### src/rtl/gshare_bht.sv
// gshare branch predictor: GHR-hashed table of saturating counters with
// speculative history, mispredict recovery and saturating performance counters.
module gshare_bht #(
  parameter int unsigned IDX_WIDTH  = 6,
  parameter int unsigned CTR_WIDTH  = 2,
  parameter int unsigned GHR_WIDTH  = 6,
  parameter int unsigned INIT_CTR   = 1,
  parameter int unsigned STAT_WIDTH = 32
) (
  input  logic                  clk,
  input  logic                  rst,
  input  logic                  rdy,
  input  logic                  lookup_valid,
  input  logic [IDX_WIDTH-1:0]  lookup_pc_idx,
  output logic                  pred_taken,
  output logic [IDX_WIDTH-1:0]  pred_index,
  output logic [GHR_WIDTH-1:0]  pred_ghr,
  input  logic                  commit_valid,
  input  logic [IDX_WIDTH-1:0]  commit_index,
  input  logic                  commit_taken,
  input  logic                  commit_mispredict,
  input  logic [GHR_WIDTH-1:0]  commit_ghr,
  output logic [STAT_WIDTH-1:0] stat_lookups,
  output logic [STAT_WIDTH-1:0] stat_mispredicts
);

  localparam int unsigned DEPTH = 1 << IDX_WIDTH;
  localparam logic [CTR_WIDTH-1:0]  CTR_MAX  = '1;
  localparam logic [CTR_WIDTH-1:0]  CTR_INIT = CTR_WIDTH'(INIT_CTR);
  localparam logic [STAT_WIDTH-1:0] STAT_MAX = '1;

  logic [CTR_WIDTH-1:0]  table_q [DEPTH];
  logic [CTR_WIDTH-1:0]  table_d [DEPTH];
  logic [GHR_WIDTH-1:0]  ghr_q, ghr_d;
  logic [STAT_WIDTH-1:0] stat_lookups_q, stat_lookups_d;
  logic [STAT_WIDTH-1:0] stat_mispredicts_q, stat_mispredicts_d;
  logic                  lookup_acc, commit_acc, recover;
  logic [CTR_WIDTH-1:0]  commit_ctr, commit_ctr_nxt;

  // Combinational prediction: GHR zero-extended into the index LSBs.
  always_comb begin
    pred_index = lookup_pc_idx ^ IDX_WIDTH'(ghr_q);
    pred_ghr   = ghr_q;
    pred_taken = table_q[pred_index][CTR_WIDTH-1];
  end

  always_comb begin
    table_d            = table_q;
    ghr_d              = ghr_q;
    stat_lookups_d     = stat_lookups_q;
    stat_mispredicts_d = stat_mispredicts_q;
    lookup_acc         = lookup_valid && rdy;
    commit_acc         = commit_valid && rdy;
    recover            = commit_acc && commit_mispredict;
    commit_ctr         = table_q[commit_index];
    commit_ctr_nxt     = commit_ctr;

    if (commit_taken) begin
      if (commit_ctr != CTR_MAX) commit_ctr_nxt = commit_ctr + CTR_WIDTH'(1);
    end else begin
      if (commit_ctr != '0) commit_ctr_nxt = commit_ctr - CTR_WIDTH'(1);
    end
    if (commit_acc) table_d[commit_index] = commit_ctr_nxt;

    // Recovery wins over a same-cycle speculative shift.
    if (recover) begin
      ghr_d = GHR_WIDTH'({commit_ghr, commit_taken});
    end else if (lookup_acc) begin
      ghr_d = GHR_WIDTH'({ghr_q, pred_taken});
    end

    if (lookup_acc && (stat_lookups_q != STAT_MAX))
      stat_lookups_d = stat_lookups_q + STAT_WIDTH'(1);
    if (recover && (stat_mispredicts_q != STAT_MAX))
      stat_mispredicts_d = stat_mispredicts_q + STAT_WIDTH'(1);
  end

  always_ff @(posedge clk) begin
    if (rst) begin
      for (int i = 0; i < DEPTH; i++) table_q[i] <= CTR_INIT;
      ghr_q              <= '0;
      stat_lookups_q     <= '0;
      stat_mispredicts_q <= '0;
    end else begin
      for (int i = 0; i < DEPTH; i++) table_q[i] <= table_d[i];
      ghr_q              <= ghr_d;
      stat_lookups_q     <= stat_lookups_d;
      stat_mispredicts_q <= stat_mispredicts_d;
    end
  end

  assign stat_lookups     = stat_lookups_q;
  assign stat_mispredicts = stat_mispredicts_q;

endmodule
### config.mk
export PLATFORM = sky130hd
export DESIGN_NAME = gshare_bht
export DESIGN_NICKNAME = d
export VERILOG_FILES = /design/src/rtl/gshare_bht.sv
export SDC_FILE = /design/constraint.sdc
export NUM_CORES = 1
export LEC_CHECK = 0
export ABC_AREA = 1
export ABC_CLOCK_PERIOD_IN_PS = 4560
export CORE_MARGIN = 10
export CORE_UTILIZATION = 55
export CTS_BUF_LIST = sky130_fd_sc_hd__clkbuf_4
export DETAILED_ROUTE_END_ITERATION = 7
export HOLD_SLACK_MARGIN = 0.06
export PLACE_DENSITY = 0.77
export SLEW_MARGIN = 5
export SYNTH_ARGS = -nofsm -noshare
export SYNTH_HDL_FRONTEND = slang
export SYNTH_SLANG_ARGS = --single-unit
### constraint.sdc
create_clock -name clk -period 4.56 [get_ports clk]
set_input_delay 0.684 -clock clk [delete_from_list [all_inputs] [get_ports clk]]
set_output_delay 0.684 -clock clk [all_outputs]
set_load 0.005 [all_outputs]
==> results.ini <==
[outcome]
status=completed

[layout]
fin_cells=2149
layout_commonest_cell=nand2_1
n_fill_cell=1990
syn_to_final_growth_pct=11.4
fin_nets=1897
final_cell_mix=nand2_1 (632), inv_1 (202), dfxtp_1 (198)
drive_above_1_share=0.0276

[global_routing]
grt.overflow.total=0
grtUsageTotal=0.246
antenna_found_initial=1
grt_max_degree=101
grt_pass1_wl_mm=53.5
first_global_vias=10900

[floorplan]
die_area_sq_um=26300
num_rows=51
core-area_sq_um=19700
start_util=0.565
die_h_microns=162
num_io_pins=102
chipWidth_microns=162

[routing]
wire_per_inst_microns=15.1
routed_wl_mm=32.5
first_pass_iters=6
vias=11600
drc=0
drt-initial-drc-count=964
detail_route.vias_per_cell=5.39
ant_nets=0

[cts]
root_buffer=clkbuf_4
insertion_delay_ps=590
cts-hold-fix-buffers=0
cts_buffers=17
cts_max_level=4
cts_setup_buffers=0
cts.path.max_buffers=2
ctsResizeCount=0
cts_tree=yes
cts_sinks=198
clkTransAtPathRegs_ps=140

[synth]
synth_top_family_by_area=simple AND/OR/NAND/NOR gates
synthAdderAreaFrac=0.00225
synthDistinctLibCells=35
synthFlopType=dfxtp_1
synth_compound_area_frac=0.142
ys_ff_latch=198
synth_async_sr_flop_share=0
ys_seq_area_frac=0.357
synth_fp_nets=1839
synth-xor-area-share=0.0330
yosys.area_share.simple=0.358
synth.area.mux_share=0
syn_area_per_cell_sq_um=6.13
synth_edf_count=0
syn_inst=1812
syn_area_sq_um=11100
ys_warn_count=0

[timing]
layout_min_cycle_time_ps=4200
hold_viol=0
setup_viol_count_final=0
period_share=0.920
maxSlewViolCount=0
rsz0062_at_grt=false
finalSetupTns_ps=0
layout_setup_ws_ps=363
tightest_slew_ps=972
finClkSkew_ps=20.3
relSlewSlack=0.352
clock.fmax_mhz=238

[critical_path]
cp.required_ps=3880
r2r-end=stat_lookups[14]
worstPathArrival_ps=3510
worstSetupPathType=input pin to output pin
slowest_stage=clkdlybuf4s50_1
crit_path_start_kind=input pin
cp-startpoint=lookup_pc_idx[0]
critPathMaxStageDelay_ps=580
cp_max_fo=15
crit_path_end_kind=output pin
r2r_slack_ps=1760
critPathMostFrequentCell=nand3_1
reg2regPathDepth=12
timing.rr.start=stat_lookups[1]
cp_cell_sequence=clkdlybuf4s50_1 -> inv_1 -> nand2_1 -> nand2_1 -> buf_4 -> nand2_1 -> nand3_1 -> nand3_1 -> nand3_1 -> nand3_1 -> nand3_1 -> nand2_1 -> clkdlybuf4s50_1
endpoint=pred_taken

[job]
maxCapViolCount=0

[power_and_ir_drop]
power.leakage_nw=4.73
p_per_area_nw_per_um2=244
ir_drop_mv=0.145

[place]
gp_congestion=0.916
dpl.hpwl_mm=22.3
dp.cells=2116
io_buffers=100
dp_slack_ps=439

[hold_path]
min_from=table_q[54]
hold_class=flip-flop to flip-flop

==> through the flow <==
step / hold slack (ps) / total power, W / cell area [sq um] / util
after floorplan: 440 / 0.00206 / 11100 / -
after global placement: 448 / 0.00217 / 12100 / 0.616
after detailed placement: 453 / 0.00217 / 12100 / 0.616
after CTS: 487 / 0.00304 / 12400 / 0.629
after global routing: 502 / 0.00316 / 12400 / 0.629
final: 484 / 0.00302 / 12400 / 0.629
==> layout make-up <==
class | instances | area [sq um] | share of cell area
antenna | 2 | 5.00 | 0.000405
clock buffer | 19 | 143 | 0.0115
clock inverter | 12 | 104 | 0.00840
inverter | 209 | 785 | 0.0635
multi-input combinational | 1331 | 5940 | 0.480
sequential | 198 | 3960 | 0.321
tap | 265 | 332 | 0.0268
timing repair buffer | 113 | 1090 | 0.0883
==> kinds of logic (layout without fill, tap and decap cells) <==
group,after synthesis,count (layout)
AO/OA/AOI/OAI,310,310
AND/OR/NAND/NOR,978,978
buffers and inverters,283,353
adder cells (fa/ha/maj),2,2
other,0,2
XOR/XNOR,41,41
flip-flops,198,198
==> sequential cells by signal, summed over array words and instances (netlist names) <==
signal / count
table_q: 128
pred_ghr: 6
stat_mispredicts: 32
stat_lookups: 32
==> per-layer routing <==
layer | global-route usage | wire length, microns | up-vias
met5 | 0 | 0 | -
li1 | - | - | 5860
met4 | 0.0852 | 799 | 0
met2 | 0.392 | 14500 | 402
met3 | 0.0718 | 2890 | 72
met1 | 0.311 | 14400 | 5258
==> report_power, final <==
| group | switching, W | internal [W] | leakage, nW |
|---|---|---|---|
| registers | 0.00000918 | 0.00174 | 1.60 |
| clock network | 0.000601 | 0.000278 | 0.126 |
| logic | 0.000278 | 0.000117 | 3.01 |
| total | 0.000887 | 0.00213 | 4.73 |
==> critical path, delay by kind of cell <==
family / cells / cell delay (ps)
buffers and inverters: 4 / 1540
and+or+nand+nor: 9 / 1270
==> synthesized netlist by cell type (all sizes together) (4+ instances only) <==
library cell	n	area, sq um
nand2	634	2390
nand3	84	420
xor2	27	236
a21oi	166	835
nor3b	5	37.5
clkinv	4	15.0
dfxtp	198	3960
clkbuf	36	135
xnor2	14	130
o21ai	137	686
nand4	25	156
nor2	168	631
nor3	47	235
inv	205	769
nor4	11	68.8
buf	38	278
==> worst min path at each step <==
stage                        endpoint  slack [ps]  cells after the start
after CTS                 table_q[54]         490                      2
after detailed placement  table_q[12]         450                      2
final                     table_q[54]         480                      2
after global routing      table_q[22]         500                      2
after floorplan           table_q[36]         440                      2
after global placement     table_q[4]         450                      2
No activity file was read; power rests on OpenSTA's default activity.
==> RTL change: new RTL, same settings <==
Put a register stage on the output `pred_ghr`, with the module's reset. The value now appears one clock later. The other outputs are not delayed to match.
--- a/src/rtl/gshare_bht.sv
+++ b/src/rtl/gshare_bht.sv
@@ -30,4 +30,6 @@
   localparam logic [STAT_WIDTH-1:0] STAT_MAX = '1;
 
+  logic [GHR_WIDTH-1:0] pred_ghr_d;
+
   logic [CTR_WIDTH-1:0]  table_q [DEPTH];
   logic [CTR_WIDTH-1:0]  table_d [DEPTH];
@@ -41,5 +43,5 @@
   always_comb begin
     pred_index = lookup_pc_idx ^ IDX_WIDTH'(ghr_q);
-    pred_ghr   = ghr_q;
+    pred_ghr_d = ghr_q;
     pred_taken = table_q[pred_index][CTR_WIDTH-1];
   end
@@ -93,3 +95,11 @@
   assign stat_mispredicts = stat_mispredicts_q;
 
+  always_ff @(posedge clk) begin
+    if (rst) begin
+      pred_ghr <= '0;
+    end else begin
+      pred_ghr <= pred_ghr_d;
+    end
+  end
+
 endmodule
Behaviour: not the same (Yosys sat finds a counterexample within 4 cycles, from zero or initial values and one cycle with rst high).
==> RTL change against the original RTL <==
  * Worst setup slack better by 0.13 ns
  * Total power grew 28%
  * Wire length fell by 0.86%
  * Sequential cell count grew 6
  * Synthesized area is 0.25% lower
  * Largest cell class unchanged
  * Highest routed layer unchanged
  * Synthesized cell count down 0.33%
  * Cell count increased by 2.6%
  * Combinational power increased by 5%
  * Die area decreased by 0.22%
  * Critical path type unchanged
  * Final area increased by 3.4%
  * Count of clock-buffer cells in the layout increased by 61
  * Sequential share of layout area fell by 0.11 points
  * Hold slack worse by 0.030 ns
==> RTL change: results (changes against the original RTL) <==
INFO  status         outcome=complete, no violations
INFO  clocking       insertion_delay_to_the_later_sink_of_the_worst_skew_pair=0.68ns [+0.09 ns]
INFO  placement      place_hpwl=21.5mm [-3.6%]
INFO  synthesis      synth_commonest_cells=sky130_fd_sc_hd__nand2_1 (662), sky130_fd_sc_hd__dfxtp_1 (204), sky130_fd_sc_hd__inv_1 (198)
INFO  cells_and_area fillers=1964 [-1.3%]
INFO  cells_and_area final_instance_count_without_filler_cells=2205 [+2.6%]
INFO  cells_and_area clock_area_share=5.40% [+3.4 points]
INFO  power_and_ir_drop powerDensity=302nW/um^2 [+24%]
INFO  min_path       hold_end=stat_lookups[21]
INFO  cells_and_area seq_share=32.0% [-0.11 points]
INFO  grt            overall_routing_resource_usage=23.9% [-0.66 points]
INFO  cells_and_area count_of_buffers_not_belonging_to_the_clock_network_in_the_layout=115 [+1.8%]
INFO  placement      gpl.final_weighted_congestion=0.935 [+2.1%]
INFO  synthesis      syn_inst_count=1806 [-0.33%]
INFO  grt            largest_net_degree_at_the_start_of_global_routing=80 [-21%]
INFO  detailed_routing avgRoutedWirePerCell=14.6um [-3.4%]
INFO  power_and_ir_drop power.combinational.fraction=10.7% [-2.3 points]
INFO  worst_setup_path regToRegSetupSlack=2.09ns [+0.33 ns]
INFO  grt            grt_pass1_vias=10700 [-2.1%]
INFO  grt            met3_usage=4.30% [-2.9 points]
INFO  cells_and_area buf_share=8.66% [-0.17 points]
INFO  power_and_ir_drop clock_net_power=1.65mW [+88%]
INFO  clocking       cts-root-to-sink-buffers=3 [+1]
INFO  sta            clock-skew-final=0.0374ns [+0.0171 ns]
INFO  placement      dp_worst_setup_slack=0.571ns [+0.132 ns]
INFO  synthesis      ys_top_cells_by_area=sky130_fd_sc_hd__dfxtp_1 (37%), sky130_fd_sc_hd__nand2_1 (22%), sky130_fd_sc_hd__a21oi_1 (7.4%)
INFO  clocking       number_of_buffers_added_by_the_clock_tree_synthesis_step=54 [+37]
INFO  grt            met1_layer_usage_reported_by_global_route=29.9% [-1.2 points]
INFO  sta            hold_slack=0.453ns [-0.0302 ns]
INFO  min_path       min_from=rst
INFO  cells_and_area layout.cell_area.non_filler=12800um^2 [+3.4%]
INFO  worst_setup_path r2r-start=stat_mispredicts[0]
INFO  sta            worstMarginPinSlew=1.05ns [+0.0774 ns]
INFO  cells_and_area final_layout_size_suffix_gt1_share=5.62% [+2.9 points]
INFO  detailed_routing dr_wl_met2=15.1mm [+4.2%]
INFO  synthesis      yosysUniqueCellTypes=33 [-5.7%]
INFO  power_and_ir_drop switching_share=27.0% [-2.4 points]
## RTL change: changes by cell type after synthesis, sizes merged, moves of 4 or more
cell,before,now
xor2,27,17
dfxtp,198,204
o21ai,137,115
clkbuf,36,31
nor3b,5,1
nor2,168,176
inv,205,200
nor3,47,38
nand2,634,665
xnor2,14,9
nand3,84,93
## RTL change: kinds of logic after synthesis
| group | after synthesis | synth area share, % |
|---|---|---|
| compound gates | 289 | 13.3 |
| xor+xnor | 26 | 2.06 |
| fa+ha+maj | 2 | 0.226 |
| buf+inv | 275 | 10.7 |
| flops | 204 | 36.9 |
| simple gates | 1010 | 36.8 |
## RTL change: how the worst max path moves through the flow
stage                                start          to  slack, ns
final                     lookup_pc_idx[0]  pred_taken       0.49
after global routing      lookup_pc_idx[0]  pred_taken       0.35
after CTS                 lookup_pc_idx[0]  pred_taken       0.57
after detailed placement  lookup_pc_idx[0]  pred_taken       0.57
after global placement    lookup_pc_idx[0]  pred_taken       0.59
after floorplan           lookup_pc_idx[2]  pred_taken       1.96
